===== config.mk =====
export PLATFORM = sky130hd
export DESIGN_NAME = textbuf_arb
export DESIGN_NICKNAME = d
export VERILOG_FILES = /design/src/rtl/textbuf_arb.sv
export SDC_FILE = /design/constraint.sdc
export NUM_CORES = 1
export LEC_CHECK = 0
export ABC_CLOCK_PERIOD_IN_PS = 2250
export CAP_MARGIN = 5
export CORE_MARGIN = 2
export CORE_UTILIZATION = 31
export DETAILED_ROUTE_END_ITERATION = 8
export GPL_TIMING_DRIVEN = 1
export PLACE_DENSITY = 0.79
export SYNTH_ARGS = -nofsm -noshare
export SYNTH_HDL_FRONTEND = slang
export SYNTH_SLANG_ARGS = --single-unit
export TNS_END_PERCENT = 30

===== constraint.sdc =====
create_clock -name clk_sys -period 2.25 [get_ports clk_sys]
set_input_delay 0.45 -clock clk_sys [delete_from_list [all_inputs] [get_ports clk_sys]]
set_output_delay 0.45 -clock clk_sys [all_outputs]
set_load 0.02 [all_outputs]

===== src/rtl/textbuf_arb.sv =====
// Shares the single-port text buffer RAM between display reads, a full-buffer clear engine and CPU accesses.
// Latency: display and CPU reads return one cycle after grant; writes complete in the grant cycle.
// Backpressure: display is never stalled; the CPU's valid/ready waits while display reads or a clear are in progress.
module textbuf_arb #(
  parameter int ADDRW     = 11,
  parameter int DATAW     = 32,
  parameter int TXT_DEPTH = 2016
) (
  input  logic             clk_sys,
  input  logic             rst_sys,
  input  logic             disp_req,
  input  logic [ADDRW-1:0] disp_addr,
  output logic [DATAW-1:0] disp_data,
  output logic             disp_valid,
  input  logic             cpu_valid,
  input  logic             cpu_we,
  input  logic [ADDRW-1:0] cpu_addr,
  input  logic [DATAW-1:0] cpu_wdata,
  output logic             cpu_ready,
  output logic [DATAW-1:0] cpu_rdata,
  output logic             cpu_rvalid,
  input  logic             clr_start,
  input  logic [DATAW-1:0] clr_data,
  output logic             clr_busy,
  output logic             ram_en,
  output logic             ram_we,
  output logic [ADDRW-1:0] ram_addr,
  output logic [DATAW-1:0] ram_din,
  input  logic [DATAW-1:0] ram_dout
);

  typedef enum logic [0:0] {
    ST_IDLE  = 1'b0,
    ST_CLEAR = 1'b1
  } state_t;

  // Last word of the buffer; the clear stops here rather than wrapping.
  localparam logic [ADDRW-1:0] LAST_ADDR = ADDRW'(TXT_DEPTH - 1);

  state_t           state;
  state_t           state_nxt;
  logic [ADDRW-1:0] clr_addr;
  logic [DATAW-1:0] clr_fill;
  logic             disp_grant;
  logic             clr_grant;
  logic             cpu_grant;

  // The state register itself is the busy flag, so busy rises the cycle after the start is taken.
  assign clr_busy = (state == ST_CLEAR);

  // Fixed-priority grant: display, then clear, then CPU; nothing is granted while in reset.
  always_comb begin
    disp_grant = 1'b0;
    clr_grant  = 1'b0;
    cpu_grant  = 1'b0;
    if (!rst_sys) begin
      if (disp_req) begin
        disp_grant = 1'b1;
      end else if (clr_busy) begin
        clr_grant = 1'b1;
      end else if (cpu_valid) begin
        cpu_grant = 1'b1;
      end
    end
  end

  assign cpu_ready = cpu_grant;

  // RAM port mux driven straight from the grant; the RAM registers these on its own clock edge.
  always_comb begin
    ram_en   = disp_grant | clr_grant | cpu_grant;
    ram_we   = clr_grant | (cpu_grant & cpu_we);
    ram_addr = '0;
    ram_din  = '0;
    if (disp_grant) begin
      ram_addr = disp_addr;
    end else if (clr_grant) begin
      ram_addr = clr_addr;
      ram_din  = clr_fill;
    end else if (cpu_grant) begin
      ram_addr = cpu_addr;
      ram_din  = cpu_wdata;
    end
  end

  // Clear sequencer next state: start from idle, finish on the granted write of the last word.
  always_comb begin
    state_nxt = state;
    case (state)
      ST_IDLE: begin
        if (clr_start) begin
          state_nxt = ST_CLEAR;
        end
      end
      ST_CLEAR: begin
        if (clr_grant && (clr_addr == LAST_ADDR)) begin
          state_nxt = ST_IDLE;
        end
      end
      default: state_nxt = ST_IDLE;
    endcase
  end

  // Clear sequencer state register; reset abandons any clear in progress.
  always_ff @(posedge clk_sys) begin
    if (rst_sys) begin
      state <= ST_IDLE;
    end else begin
      state <= state_nxt;
    end
  end

  // Clear address: zeroed on start, advanced only when a clear write actually reaches the RAM.
  always_ff @(posedge clk_sys) begin
    if (rst_sys) begin
      clr_addr <= '0;
    end else if ((state == ST_IDLE) && clr_start) begin
      clr_addr <= '0;
    end else if (clr_grant) begin
      clr_addr <= (clr_addr == LAST_ADDR) ? '0 : clr_addr + ADDRW'(1);
    end
  end

  // Fill word captured when a clear is accepted; it needs no reset since it is only used while busy.
  always_ff @(posedge clk_sys) begin
    if (!rst_sys && (state == ST_IDLE) && clr_start) begin
      clr_fill <= clr_data;
    end
  end

  // Read-return qualifiers line up with the RAM's one-cycle read latency.
  always_ff @(posedge clk_sys) begin
    if (rst_sys) begin
      disp_valid <= 1'b0;
      cpu_rvalid <= 1'b0;
    end else begin
      disp_valid <= disp_grant;
      cpu_rvalid <= cpu_grant & ~cpu_we;
    end
  end

  assign disp_data = ram_dout;
  assign cpu_rdata = ram_dout;

endmodule


==> impl_summary.txt <==
----------------------------------------------------
[Outcome]
  Outcome ... complete, no violations

[Die]
  Initial standard-cell utilization of the core ... 0.315
  Vertical die dimension ... 103 µm
  Number of ports placed on the die boundary ... 237
  Floorplan die area ... about 11000 µm²
  Number of rows in the core area ... 36
  Width of the die ... just over 100 µm
  Core outline area ... 9640 µm²

[Critical path]
  Cell chain of the critical path ... clkdlybuf4s50_1 > buf_8 > a21oi_1 > a21oi_1 > nor2_1 > dlygate4sd2_1
  Critical Path Start Type ... input port
  Critical Path End Type ... output pin
  Most Frequent Cell on Critical Path ... sky130_fd_sc_hd__a21oi_1
  Largest stage delay, worst path ... just over 0.5 ns
  Worst path required time ... 1.80 ns
  Critical path fanouts, max ... 30
  Cell with the largest stage delay on the worst path ... sky130_fd_sc_hd__clkdlybuf4s50_1
  Crit path DAT ... 1.76 ns
  Classification of the worst setup path ... in -> out

[Global routing]
  Global-route wire length before repair ... 13400 µm
  Total global routing track utilization ... 0.164
  Pin count of the biggest net entering global routing ... 37
  Remaining Overflow, GRT ... 0
  Vias in the first global route ... 2648
  Number of antenna violations at the first check in global routing ... 0

[Drt]
  Violation count after the first detailed-route iteration ... 85
  WL final ... approximately 9200 µm
  Number of remaining DRC errors ... 0
  1st-pass router iterations ... 4
  Vias per cell ... 4.72
  Detailed-route via count ... ~2800
  Final ANT Viol Nets ... 0
  Wire per inst ... 15.8 µm

[Placed design]
  Final GP Congestion ... 0.766
  Detailed placer's ending HPWL ... 7320 µm
  Total instance count after detailed placement ... 579
  Count of input and output buffers ... 140
  Dpl ws ... -0.456 ns

[Yosys]
  Number of warnings printed during yosys synthesis ... 0
  Mapped Area ... around 3000 µm²
  Flops & latches, synth ... 46
  Post-synth cell types ... 33
  Post-synth ARST share ... 0
  Biggest area contributors in the synthesized netlist ... sky130_fd_sc_hd__edfxtp_1 32%, sky130_fd_sc_hd__buf_4 16%, sky130_fd_sc_hd__nor2_1 11%
  Count of flip-flops with a built-in enable after synthesis ... 32
  Average instance area after synthesis ... about 8 µm²
  Cell type with the largest total area after synthesis ... sky130_fd_sc_hd__edfxtp_1
  Net count after synthesis ... 504
  Most used DFF post-synth ... sky130_fd_sc_hd__edfxtp_1
  Post-synth top area share ... 0.317
  Post-Syn Instances ... about 380
  Sequential fraction of the synthesis area ... 0.409

[Timing]
  Worst clock skew on the final layout ... 0.00498 ns
  Final hold slack ... 0.510 ns
  Final critical-path required period ... around 2.2 ns
  Number of setup violations in the final report ... 0
  Worst Max-Slew Pin Slew ... 0.319 ns
  Worst-case setup margin in the final layout ... approximately 0.043 ns
  Fmax ... 453 MHz
  Final number of max-transition violations ... 0
  Unrepaired setup endpoints after global routing ... yes
  Tcrit/Tclk final ... 0.981
  Final Hold Violating Endpoints ... 0
  Slew Limit Headroom ... 0.787

[CTS]
  Number of buffers created by CTS ... 5
  Clock latency on the worst-skew pair ... 0.29 ns
  Root Driver ... sky130_fd_sc_hd__clkbuf_8
  CTS clock-pin slew for the worst setup and hold paths ... roughly 0.080 ns
  TritonCTS clock tree ... done
  Maximum root-to-sink buffer count ... 2
  Clock H-tree levels ... 2
  TritonCTS sink count ... 46

[Final layout]
  Commonest non-fill, non-tap cell in the layout ... sky130_fd_sc_hd__clkdlybuf4s50_1
  Final #Nets ... 578
  Synth-to-layout area growth ... 40.4%
  Non-filler cells, final ... 587
  Share of final-layout standard cells stronger than drive strength 1 ... 0.150
  Number of antenna diodes ... 0
  Final core utilization ... 0.442
  Most frequent cells in the layout ... 93 x sky130_fd_sc_hd__clkdlybuf4s50_1, 88 x sky130_fd_sc_hd__nor2_1, 58 x sky130_fd_sc_hd__a21oi_1, 49 x sky130_fd_sc_hd__nand2_1, 32 x sky130_fd_sc_hd__edfxtp_1

[Power and ir drop]
  Areal power density over the cells ... 501 nW/µm²
  Max rail drop VDD ... 0.251 mV
  Leakage power of the design ... roughly 1.6 nW
  Overall power of the completed layout ... approximately 2.1 mW

[Run]
  Max_cap viols ... 0

[Hold path]
  Hold Path Class ... reg -> reg

----------------------------------------------------
worst max-delay path, delay by kind of cell:
family                 cells  cell delay, ns
AOI/OAI and AO/OA          2            0.19
and+or+nand+nor            1            0.06
buffers and inverters      3            1.06
worst paths after layout:
kind,endpoint,slack (ns),startpoint,cells after the start
setup reg to reg,clr_addr[7]$_SDFFE_PP0P_,0.59,clr_addr[0]$_SDFFE_PP0P_,6
setup / recovery,ram_addr[10],0.04,disp_req,6
hold reg to reg,clr_addr[1]$_SDFFE_PP0P_,0.51,clr_addr[1]$_SDFFE_PP0P_,2
hold / removal,clr_addr[1]$_SDFFE_PP0P_,0.51,clr_addr[1]$_SDFFE_PP0P_,2
timing repair:
item | 4_1_cts | 5_1_grt
setup endpoints to repair | 46 | 45
hold buffers | 0 | 0
setup buffers | 0 | 0
gates resized for setup | 113 | 20
pin swaps | 1 | 0
cell type report:
type | count | area [µm²]
Fill cell | 989 | 5380
Timing Repair Buffer | 155 | 1510
Clock inverter | 2 | 37.5
Sequential cell | 46 | 1240
Clock buffer | 6 | 72.6
Tap cell | 133 | 166
Multi-Input combinational cell | 245 | 1230
cell usage after synthesis, drive strengths merged, types with 2 or more instances:
library cell  instances
nor3                  4
buf                  80
nor2b                 2
nand3                 2
dfxtp                14
nand2                49
xnor2                 3
nand3b               11
nand2b                3
nand4                 5
nor2                 89
nor3b                 2
xor2                  5
clkbuf                8
a21oi                58
edfxtp               32
stage by stage:
step / cell area (µm²) / setup TNS [ns]
global route: 4260 / -0.0998
detailed placement: 4210 / -14.93
CTS: 4350 / -1.33
global placement: 4210 / -14.38
finish: 4260 / 0
floorplan: 3040 / 0
layer usage:
metal  wire [µm]  GRT usage
met5           0          0
met4         161     0.0536
met3         962     0.0515
met2        4940      0.310
met1        3180      0.170
power by group:
group	leakage [nW]	switching, mW	internal (mW)	total (mW)
Combinational	1.16	0.271	0.298	0.569
Clock	0.0514	0.281	0.332	0.613
Sequential	0.410	0.0145	0.940	0.954
Total	1.63	0.566	1.57	2.14
state kept, by name, indices dropped and copies added, names as in the netlist:
name        flops
cpu_rvalid      1
clr_fill       32
clr_addr       11
disp_valid      1
clr_busy        1
cell families after synthesis:
kind of cell	after synthesis	share of synthesized area
and+or+nand+nor	176	0.268
AOI/OAI and AO/OA	60	0.104
xor gates and xnor gates	8	0.0231
DFF	46	0.409
adders and majority gates	1	0.00412
buffers and inverters	88	0.192
(Power assumes the default switching activity.)
